File: src/rtl/cplx_accum_seq.sv
// Block accumulator sequencer that feeds an external complex adder and collects its results.
// Latency: 1 cycle for the first sample, 1+ADD_LAT cycles per later sample, +1 cycle to emit the sum.
// Backpressure: in_ready is high only in FIRST/GET; samples offered at any other time are left unconsumed.
module cplx_accum_seq #(
  parameter int WIDTH   = 48,
  parameter int ADD_LAT = 3,
  parameter int CNT_W   = 8
) (
  input  logic             clock,
  input  logic             reset,
  input  logic             start,
  input  logic [CNT_W-1:0] len,
  input  logic             sub_mode,
  input  logic [WIDTH-1:0] in_data,
  input  logic             in_valid,
  output logic             in_ready,
  output logic [WIDTH-1:0] add_a,
  output logic [WIDTH-1:0] add_b,
  output logic             add_mode,
  input  logic [WIDTH-1:0] add_result,
  output logic [WIDTH-1:0] sum_out,
  output logic             sum_valid,
  output logic             busy
);

  typedef enum logic [2:0] {
    S_IDLE,
    S_FIRST,
    S_GET,
    S_WAIT,
    S_DONE
  } state_t;

  // Counter reload value: the result is taken on the ADD_LAT-th edge after issue.
  localparam logic [3:0] WAIT_INIT = 4'(ADD_LAT - 1);

  state_t           state;
  state_t           state_nxt;
  logic [CNT_W-1:0] len_q;
  logic             mode_q;
  logic [CNT_W-1:0] count;
  logic [CNT_W-1:0] count_inc;
  logic [3:0]       wait_cnt;
  logic [WIDTH-1:0] acc;
  logic             xfer;
  logic             wait_done;

  assign in_ready  = (state == S_FIRST) || (state == S_GET);
  assign busy      = (state != S_IDLE);
  assign xfer      = in_valid && in_ready;
  assign wait_done = (wait_cnt == 4'd0);
  // count stays below len while waiting, so this increment cannot wrap.
  assign count_inc = count + 1'b1;

  // State register.
  always_ff @(posedge clock or posedge reset) begin
    if (reset) begin
      state <= S_IDLE;
    end else begin
      state <= state_nxt;
    end
  end

  // Next-state decode.
  always_comb begin
    state_nxt = state;
    case (state)
      S_IDLE: begin
        if (start) begin
          state_nxt = (len == '0) ? S_DONE : S_FIRST;
        end
      end
      S_FIRST: begin
        if (xfer) begin
          state_nxt = (len_q == CNT_W'(1)) ? S_DONE : S_GET;
        end
      end
      S_GET: begin
        if (xfer) begin
          state_nxt = S_WAIT;
        end
      end
      S_WAIT: begin
        if (wait_done) begin
          state_nxt = (count_inc == len_q) ? S_DONE : S_GET;
        end
      end
      S_DONE: begin
        state_nxt = S_IDLE;
      end
      default: begin
        state_nxt = S_IDLE;
      end
    endcase
  end

  // Block parameters, running sum, adder operands and the result register.
  always_ff @(posedge clock or posedge reset) begin
    if (reset) begin
      len_q     <= '0;
      mode_q    <= 1'b0;
      count     <= '0;
      wait_cnt  <= 4'd0;
      acc       <= '0;
      add_a     <= '0;
      add_b     <= '0;
      add_mode  <= 1'b0;
      sum_out   <= '0;
      sum_valid <= 1'b0;
    end else begin
      sum_valid <= 1'b0;
      case (state)
        S_IDLE: begin
          if (start) begin
            len_q  <= len;
            mode_q <= sub_mode;
            count  <= '0;
            // An empty block reports the all-zero word.
            if (len == '0) begin
              acc <= '0;
            end
          end
        end
        S_FIRST: begin
          // First sample seeds the sum directly; the adder is not involved.
          if (xfer) begin
            acc   <= in_data;
            count <= CNT_W'(1);
          end
        end
        S_GET: begin
          // Operands hold until the next issue so the adder sees stable inputs.
          if (xfer) begin
            add_a    <= acc;
            add_b    <= in_data;
            add_mode <= mode_q;
            wait_cnt <= WAIT_INIT;
          end
        end
        S_WAIT: begin
          if (wait_done) begin
            acc   <= add_result;
            count <= count_inc;
          end else begin
            wait_cnt <= wait_cnt - 4'd1;
          end
        end
        S_DONE: begin
          sum_out   <= acc;
          sum_valid <= 1'b1;
        end
        default: begin
        end
      endcase
    end
  end

endmodule

File: config.mk
export PLATFORM = sky130hd
export DESIGN_NAME = cplx_accum_seq
export DESIGN_NICKNAME = d
export VERILOG_FILES = /design/src/rtl/cplx_accum_seq.sv
export SDC_FILE = /design/constraint.sdc
export NUM_CORES = 1
export LEC_CHECK = 0
export BUFFER_PORTS_ARGS = -buffer_cell sky130_fd_sc_hd__buf_4
export CORE_MARGIN = 4
export CORE_UTILIZATION = 46
export DETAILED_ROUTE_END_ITERATION = 8
export PLACE_DENSITY = 0.78
export SETUP_SLACK_MARGIN = 0.15
export SLEW_MARGIN = 25
export SYNTH_ARGS = -nofsm -noshare
export SYNTH_HDL_FRONTEND = slang
export SYNTH_SLANG_ARGS = --single-unit
File: constraint.sdc
create_clock -name clock -period 13.1 [get_ports clock]
set_input_delay 2.62 -clock clock [delete_from_list [all_inputs] [get_ports clock]]
set_output_delay 2.62 -clock clock [all_outputs]
set_load 0.1 [all_outputs]
==> results of run 1 <==
[through the flow]
step	hold slack [ns]	setup slack, ns	cell area, sq um	cells	utilization
finish	0.475	8.52	12200	1359	0.618
global route	0.498	8.43	12200	1359	0.618
CTS	0.479	8.50	12200	1359	0.618
detailed placement	0.463	8.06	11400	1317	0.578
global placement	0.460	8.09	11400	1317	0.577
floorplan	0.435	4.52	9330	843	-
[Yosys cell counts, types with 4 or more instances]
library cell,number,area share
nor2_1,5,0.0020
clkbuf_1,25,0.010
inv_1,8,0.0032
dfrtp_1,218,0.58
and2_1,4,0.0027
mux2_2,83,0.10
mux2_4,20,0.032
a22o_1,49,0.046
nand3_1,8,0.0043
mux2i_1,6,0.0064
a21oi_1,9,0.0048
xor2_1,5,0.0047
o21ai_0,11,0.0059
xnor2_1,4,0.0038
nand2_1,310,0.12
buf_2,20,0.011
a31oi_1,4,0.0027
[registers in the layout, summed over array words and instances (netlist names)]
| signal | cells |
|---|---|
| sum_out | 48 |
| state | 3 |
| sum_valid | 1 |
| add_b | 48 |
| add_a | 48 |
| wait_cnt | 4 |
| mode_q | 1 |
| acc | 48 |
| len_q | 8 |
| add_mode | 1 |
| count | 8 |
[per-layer routing]
layer  global-route usage  part of all wire
met1                0.263              0.41
met2                0.353              0.49
met3               0.0536             0.082
met4               0.0531             0.023
met5                    0                 0
[worst max-delay path: cells and delay by family (launching register included)]
family | cells | cell delay, ns
and+or+nand+nor | 2 | 0.61
DFF | 1 | 0.57
buffers and inverters | 1 | 0.28
[worst min-delay path by stage]
stage                 to  depth (start not counted)       from  slack, ns
3_5_place_dp   add_b[40]                          2  add_b[40]       0.46
5_1_grt        add_b[40]                          2  add_b[40]       0.50
6_report       add_b[26]                          2  add_b[26]       0.48
2_1_floorplan   add_mode                          2     mode_q       0.43
4_1_cts        add_b[26]                          2  add_b[26]       0.48
3_3_place_gp   add_a[46]                          2  add_a[46]       0.46
[final cells by class]
class | count | area [sq um] | area share
multi-input cells | 564 | 3600 | 0.296
inverters | 8 | 42.5 | 0.00349
clock inverters | 11 | 126 | 0.0104
clock buffers | 31 | 656 | 0.0538
well taps | 265 | 332 | 0.0272
flip-flops and latches | 218 | 5460 | 0.448
repair buffers | 262 | 1970 | 0.162
[cells by family (layout without fill, tap and decap cells)]
kind of cell               after synthesis  after routing  synth area share
AOI/OAI and AO/OA                       86             86            0.0716
xor gates and xnor gates                 9              9           0.00845
adders and majority gates                3              3           0.00402
buffers and inverters                   61            312            0.0330
DFF                                    218            218             0.585
muxes                                  109            109             0.139
and+or+nand+nor                        357            357             0.160
==> run_results.csv, run 1 <==
group,metric,value,unit
status,outcome,"finished, final reports clean",
critical_path,max_stage_delay,0.57,ns
sta,rsz0062_at_grt,"no",
floorplanning,ioPinCount,257,
critical_path,crit_start,"state[0]",
critical_path,crit_required,10.48,ns
floorplanning,std_cell_rows,51,
sta,slew_headroom,0.303,
synthesis,syn_nets,955,
sta,max_freq,218,MHz
clock_tree,cts_sinks,218,
clock_tree,cts_buffers,23,
critical_path,crit_type,"reg2out",
synthesis,synth_area,9330,sq um
routing,drt_wl_total,23900,microns
placed_design,dp_hpwl,15900,microns
critical_path,worstRegToRegCells,4,
critical_path,ff2ff_setup_slack,10.28,ns
synthesis,dominantRegCellSynth,"dfrtp_1",
sta,worst_slew_pin_slew,1.05,ns
global_routing,grt_max_degree,144,
clock_tree,cts_resized,0,
critical_path,crit_arrival,1.96,ns
critical_path,worst_r2r_startpoint,"state[0]",
sta,period_share,0.350,
routing,vias,7047,
critical_path,crit_fanout,12,
sta,setup-tns-final,0,ns
finish,syn_to_final_growth,30.6,%
floorplanning,die-area,22600,sq um
synthesis,synth_cell_type_count,52,
run,drv_cap,0,
clock_tree,root_buffer,"clkbuf_16",
sta,hold_violations,0,
global_routing,grt_overflow,0,
hold_path,min_path_type,"reg2reg",
placed_design,io_buffer_count,256,
synthesis,async_reset_ff_frac,1.00,
clock_tree,cts_tree,"done",
floorplanning,fp.dieW,150,microns
sta,skew,0.0165,ns
global_routing,antenna_found_initial,0,
finish,final_common_cell,"nand2_1",
routing,drt-initial-drc-count,306,
placed_design,gp_congestion,0.838,
critical_path,end_kind,"output port",
critical_path,crit_chain,"or3b_2 -> nand2_1 -> buf_4",
clock_tree,hold_buffers,0,
finish,drive_gt1_frac,0.381,
finish,final_cell_mix,"nand2_1, buf_4, dfrtp_1, mux2_2, a22o_1",
clock_tree,clk_pin_slew,0.06,ns
synthesis,synth.avg_cell_area,11.1,sq um
clock_tree,cts.path.max_buffers,3,
critical_path,cp_slowest_cell,"dfrtp_1",
synthesis,ys_seq_elements,218,
finish,diodes,0,
routing,dr.pass1.iters,4,
routing,drtAntennaViolNets,0,
finish,nets,1189,
routing,drc,0,
routing,vias_per_cell,5.19,
sta,setup_viol,0,
global_routing,grt_pass1_vias,7126,
floorplanning,initial_core_util,0.473,
critical_path,r2r-end,"acc[25]",
clock_tree,postCtsSetupRepairBufs,0,
critical_path,cp-endpoint,"in_ready",
synthesis,synthCells,843,
global_routing,grt_pass1_wl,37400,microns
global_routing,track_usage,0.206,
floorplanning,coreArea,19700,sq um
sta,drv_slew,0,
critical_path,crit_path_start_kind,"flip-flop",
clock_tree,insertion_delay,0.51,ns
synthesis,synth_edf_count,0,
floorplanning,die_h,150,microns
synthesis,seq_area_frac_synth,0.585,
finish,fillCellCount,1616,
routing,wl_per_cell,17.6,microns
synthesis,ys_warn_count,0,
clock_tree,cts_max_level,1,
sta,min_period,4.58,ns
Power of run 1 is not shown: default switching activity piles up to over one toggle a cycle in this logic, so the estimate is an artifact.
==> run 2: changes to the inputs <==
clock period = 4.4 ns   (was 13.1 ns; I/O delays follow)
==> run_results.csv, run 2 (synthesized netlist as in run 1, its figures left out) <==
group,metric,value,unit
finish,diodes,0,
floorplanning,coreArea,19700,sq um
critical_path,crit_required,3.52,ns
routing,met2WireLength,11500,microns
critical_path,crit_fanout,12,
finish,nets,1193,
sta,period_share,0.643,
hold_path,min_path_type,"reg2reg",
global_routing,grt_pass1_vias,7351,
global_routing,antenna_found_initial,0,
status,outcome,"finished, final reports clean",
routing,vias,7058,
placed_design,io_buffer_count,256,
floorplanning,die-area,22600,sq um
clock_tree,cts_resized,0,
sta,setup_viol,0,
sta,hold_ws,0.472,ns
finish,syn_to_final_growth,32.1,%
routing,wl_met1,9800,microns
routing,wl_met3,2030,microns
routing,vias_per_cell,5.18,
routing,wl_per_cell,17.7,microns
sta,skew,0.00929,ns
run,drv_cap,0,
clock_tree,insertion_delay,0.51,ns
placed_design,gp_congestion,0.810,
routing,dr.max_layer_used,"met4",
sta,max_freq,353,MHz
floorplanning,initial_core_util,0.473,
global_routing,grt_max_degree,117,
clock_tree,cts.path.max_buffers,3,
routing,drtAntennaViolNets,0,
clock_tree,root_buffer,"clkbuf_16",
routing,dr.pass1.iters,4,
routing,drt_wl_total,24100,microns
sta,rsz0062_at_grt,"no",
floorplanning,ioPinCount,257,
clock_tree,postCtsSetupRepairBufs,0,
critical_path,end_kind,"output port",
finish,fin_util,0.625,
finish,final_cell_mix,"nand2_1, buf_4, dfrtp_1, mux2_2, a22o_1",
finish,fillCellCount,1599,
critical_path,crit_path_start_kind,"flip-flop",
routing,drc,0,
sta,worst_slew_pin_slew,0.803,ns
sta,drv_slew,0,
critical_path,crit_start,"state[1]",
critical_path,crit_arrival,1.95,ns
routing,drt-initial-drc-count,392,
clock_tree,cts_max_level,1,
sta,slew_headroom,0.464,
finish,final_common_cell,"nand2_1",
sta,setup-tns-final,0,ns
floorplanning,fp.dieW,150,microns
global_routing,grt_overflow,0,
placed_design,dp_hpwl,16100,microns
clock_tree,cts_buffers,24,
global_routing,grt_pass1_wl,37900,microns
clock_tree,cts_tree,"done",
finish,drive_gt1_frac,0.384,
floorplanning,std_cell_rows,51,
clock_tree,cts_sinks,218,
clock_tree,clk_pin_slew,0.06,ns
clock_tree,hold_buffers,0,
critical_path,crit_type,"reg2out",
sta,min_period,2.83,ns
hold_path,min_from,"add_a[29]",
global_routing,track_usage,0.210,
floorplanning,die_h,150,microns
critical_path,worst_r2r_startpoint,"state[1]",
sta,hold_violations,0,
-- run 2: per-layer routing --
metal / vias to the layer above / track usage
met4: 0 / 0.0755
met2: 231 / 0.349
met5: - / 0
li1: 3321 / -
met1: 3464 / 0.268
met3: 42 / 0.0509
-- run 2: through the flow --
step | instance area, sq um | cells | setup WS (ns)
detailed placement | 11400 | 1320 | 1.24
finish | 12300 | 1362 | 1.57
global route | 12300 | 1362 | 1.49
global placement | 11400 | 1320 | 1.30
CTS | 12300 | 1362 | 1.54
floorplan | 9340 | 843 | 0.680
-- run 2: final timing paths --
| kind | to | slack (ns) | cells after the start |
|---|---|---|---|
| setup / recovery | in_ready | 1.57 | 3 |
| max in group asynchronous | add_a[24] | 3.33 | 3 |
| hold reg to reg | add_a[29] | 0.47 | 2 |
| hold / removal | add_a[29] | 0.47 | 2 |
| setup reg to reg | acc[42] | 1.71 | 5 |
| min in group asynchronous | acc[45] | 0.57 | 3 |
-- run 2: layout make-up --
cell class | instances | area [sq um] | share of cell area
inverters | 8 | 33.8 | 0.00274
flip-flops and latches | 218 | 5460 | 0.442
multi-input cells | 564 | 3590 | 0.291
clock buffers | 31 | 688 | 0.0558
clock inverters | 11 | 201 | 0.0163
repair buffers | 265 | 2030 | 0.164
well taps | 265 | 332 | 0.0269
-- run 2: critical path, cell delays in order, from the launching register on --
cell and delay, ns:
dfrtp_1 0.52, or3b_2 0.57, nand2_1 0.08, buf_4 0.28
Power of run 2 is left out for the same reason.
==> run 3: changes to the inputs <==
ABC_AREA = 1   (was default)
PLACE_DENSITY = 0.81   (was 0.78)
clock period = 2.4 ns   (was 4.4 ns; I/O delays follow)
==> run_results.csv, run 3 <==
group,metric,value,unit
status,outcome,"finished, final reports clean",
placed_design,dp_hpwl,16400,microns
finish,final_cell_mix,"nand2_1, buf_4, dfrtp_1, o21ai_0, inv_1",
global_routing,grt_pass1_wl,38700,microns
global_routing,antenna_found_initial,0,
critical_path,crit_arrival,1.64,ns
finish,design_area,12000,sq um
synthesis,syn_nets,1148,
clock_tree,cts_tree,"done",
routing,dr.pass1.iters,5,
critical_path,crit_path_start_kind,"flip-flop",
synthesis,ys_warn_count,0,
sta,min_period,2.12,ns
synthesis,ys_seq_elements,218,
routing,drtAntennaViolNets,0,
synthesis,seq_area_frac_synth,0.604,
floorplanning,die_h,148,microns
critical_path,crit_required,1.92,ns
routing,drc,0,
sta,hold_ws,0.139,ns
synthesis,synth_edf_count,0,
floorplanning,ioPinCount,257,
clock_tree,cts_max_level,1,
sta,drv_slew,0,
routing,drt_wl_total,23900,microns
synthesis,synthTopCellsByCount,"nand2_1, dfrtp_1, o21ai_0",
sta,worst_slew_pin_slew,0.925,ns
sta,skew,0.0120,ns
placed_design,place_area,11200,sq um
synthesis,synth.avg_cell_area,8.72,sq um
global_routing,track_usage,0.213,
critical_path,crit_fanout,4,
hold_path,min_path_type,"in2async",
finish,diodes,0,
floorplanning,std_cell_rows,51,
synthesis,synth_cell_type_count,28,
sta,rsz0062_at_grt,"no",
synthesis,dominantRegCellSynth,"dfrtp_1",
synthesis,yosysMostFrequentCell,"nand2_1",
global_routing,grt_overflow,0,
synthesis,synth_area_leaders,"dfrtp_1, nand2_1, o21ai_0",
clock_tree,cts.path.max_buffers,3,
routing,vias,7712,
synthesis,async_reset_ff_frac,1.00,
routing,wl_per_cell,15.4,microns
synthesis,synthCells,1036,
finish,final_common_cell,"nand2_1",
global_routing,grt_pass1_vias,7699,
sta,period_share,0.885,
sta,setup_viol,0,
finish,drive_gt1_frac,0.250,
floorplanning,coreArea,19400,sq um
global_routing,grt_max_degree,119,
run,drv_cap,0,
finish,syn_to_final_growth,32.5,%
critical_path,end_kind,"output port",
synthesis,synth_area,9040,sq um
routing,drt-initial-drc-count,424,
routing,vias_per_cell,4.95,
sta,slew_headroom,0.384,
clock_tree,root_buffer,"clkbuf_16",
placed_design,io_buffer_count,256,
clock_tree,insertion_delay,0.49,ns
critical_path,crit_type,"reg2out",
clock_tree,cts_sinks,218,
finish,nets,1390,
synthesis,synth_top_area_cell,"dfrtp_1",
synthesis,synth_top_area_frac,0.604,
clock_tree,cts_buffers,23,
floorplanning,initial_core_util,0.466,
floorplanning,die-area,22000,sq um
sta,max_freq,471,MHz
placed_design,gp_congestion,0.818,
sta,hold_violations,0,
floorplanning,fp.dieW,148,microns
clock_tree,clk_pin_slew,0.06,ns
-- run 3: cells by family after synthesis --
group,count (synthesis),synth area share
and+or+nand+nor,356,0.157
AOI/OAI and AO/OA,266,0.148
DFF,218,0.604
buffers and inverters,190,0.0839
xor gates and xnor gates,3,0.00291
adders and majority gates,3,0.00415
-- run 3: worst max-delay path, stage by stage (launching register included) --
cell      delay, ns
dfrtp_1        0.39
inv_2          0.09
nand2_2        0.10
nor2_4         0.23
clkinv_8       0.07
nand2_2        0.08
buf_12         0.18
-- run 3: final timing paths --
kind	startpoint	end	slack, ns	depth (start not counted)
worst max-delay path	state[2]	in_ready	0.28	6
worst min-delay path	reset	add_a[36]	0.14	3
worst max register to register	wait_cnt[0]	acc[25]	0.32	10
worst min register to register	sum_out[39]	sum_out[39]	0.48	2
max in group asynchronous	reset	sum_out[1]	1.64	3
min in group clock	sub_mode	mode_q	0.24	3
-- run 3: stage by stage --
stage / worst slack [ns] / utilization / TNS, ns / cells
finish: 0.276 / 0.617 / 0 / 1558
global placement: 0.451 / 0.577 / 0 / 1513
CTS: 0.153 / 0.615 / 0 / 1553
global route: 0.139 / 0.617 / 0 / 1558
floorplan: -0.920 / - / -200.58 / 1036
detailed placement: 0.383 / 0.577 / 0 / 1513
-- run 3: area by class of cell --
type,instances,area (sq um)
sequential,218,5460
tap,265,332
clock buffer,34,677
inverter,136,529
timing repair buffer,270,2100
timing repair inverter,1,8.76
clock inverter,6,36.3
fill,1656,7420
multi-input combinational,628,2840
-- run 3: per-layer routing --
metal  up-vias  GRT usage  part of all wire
li1       3767          -                 -
met1      3631      0.277              0.40
met2       270      0.363              0.49
met3        44     0.0491             0.085
met4         0     0.0568             0.024
met5         -          0                 0
-- run 3: what timing repair did --
item	4_1_cts	5_1_grt
hold buffers	0	0
cloned	0	1
buffers inserted	0	4
setup endpoints to repair	1	1
pin swaps	0	1
gates resized for setup	7	5
Power of run 3 is left out for the same reason.
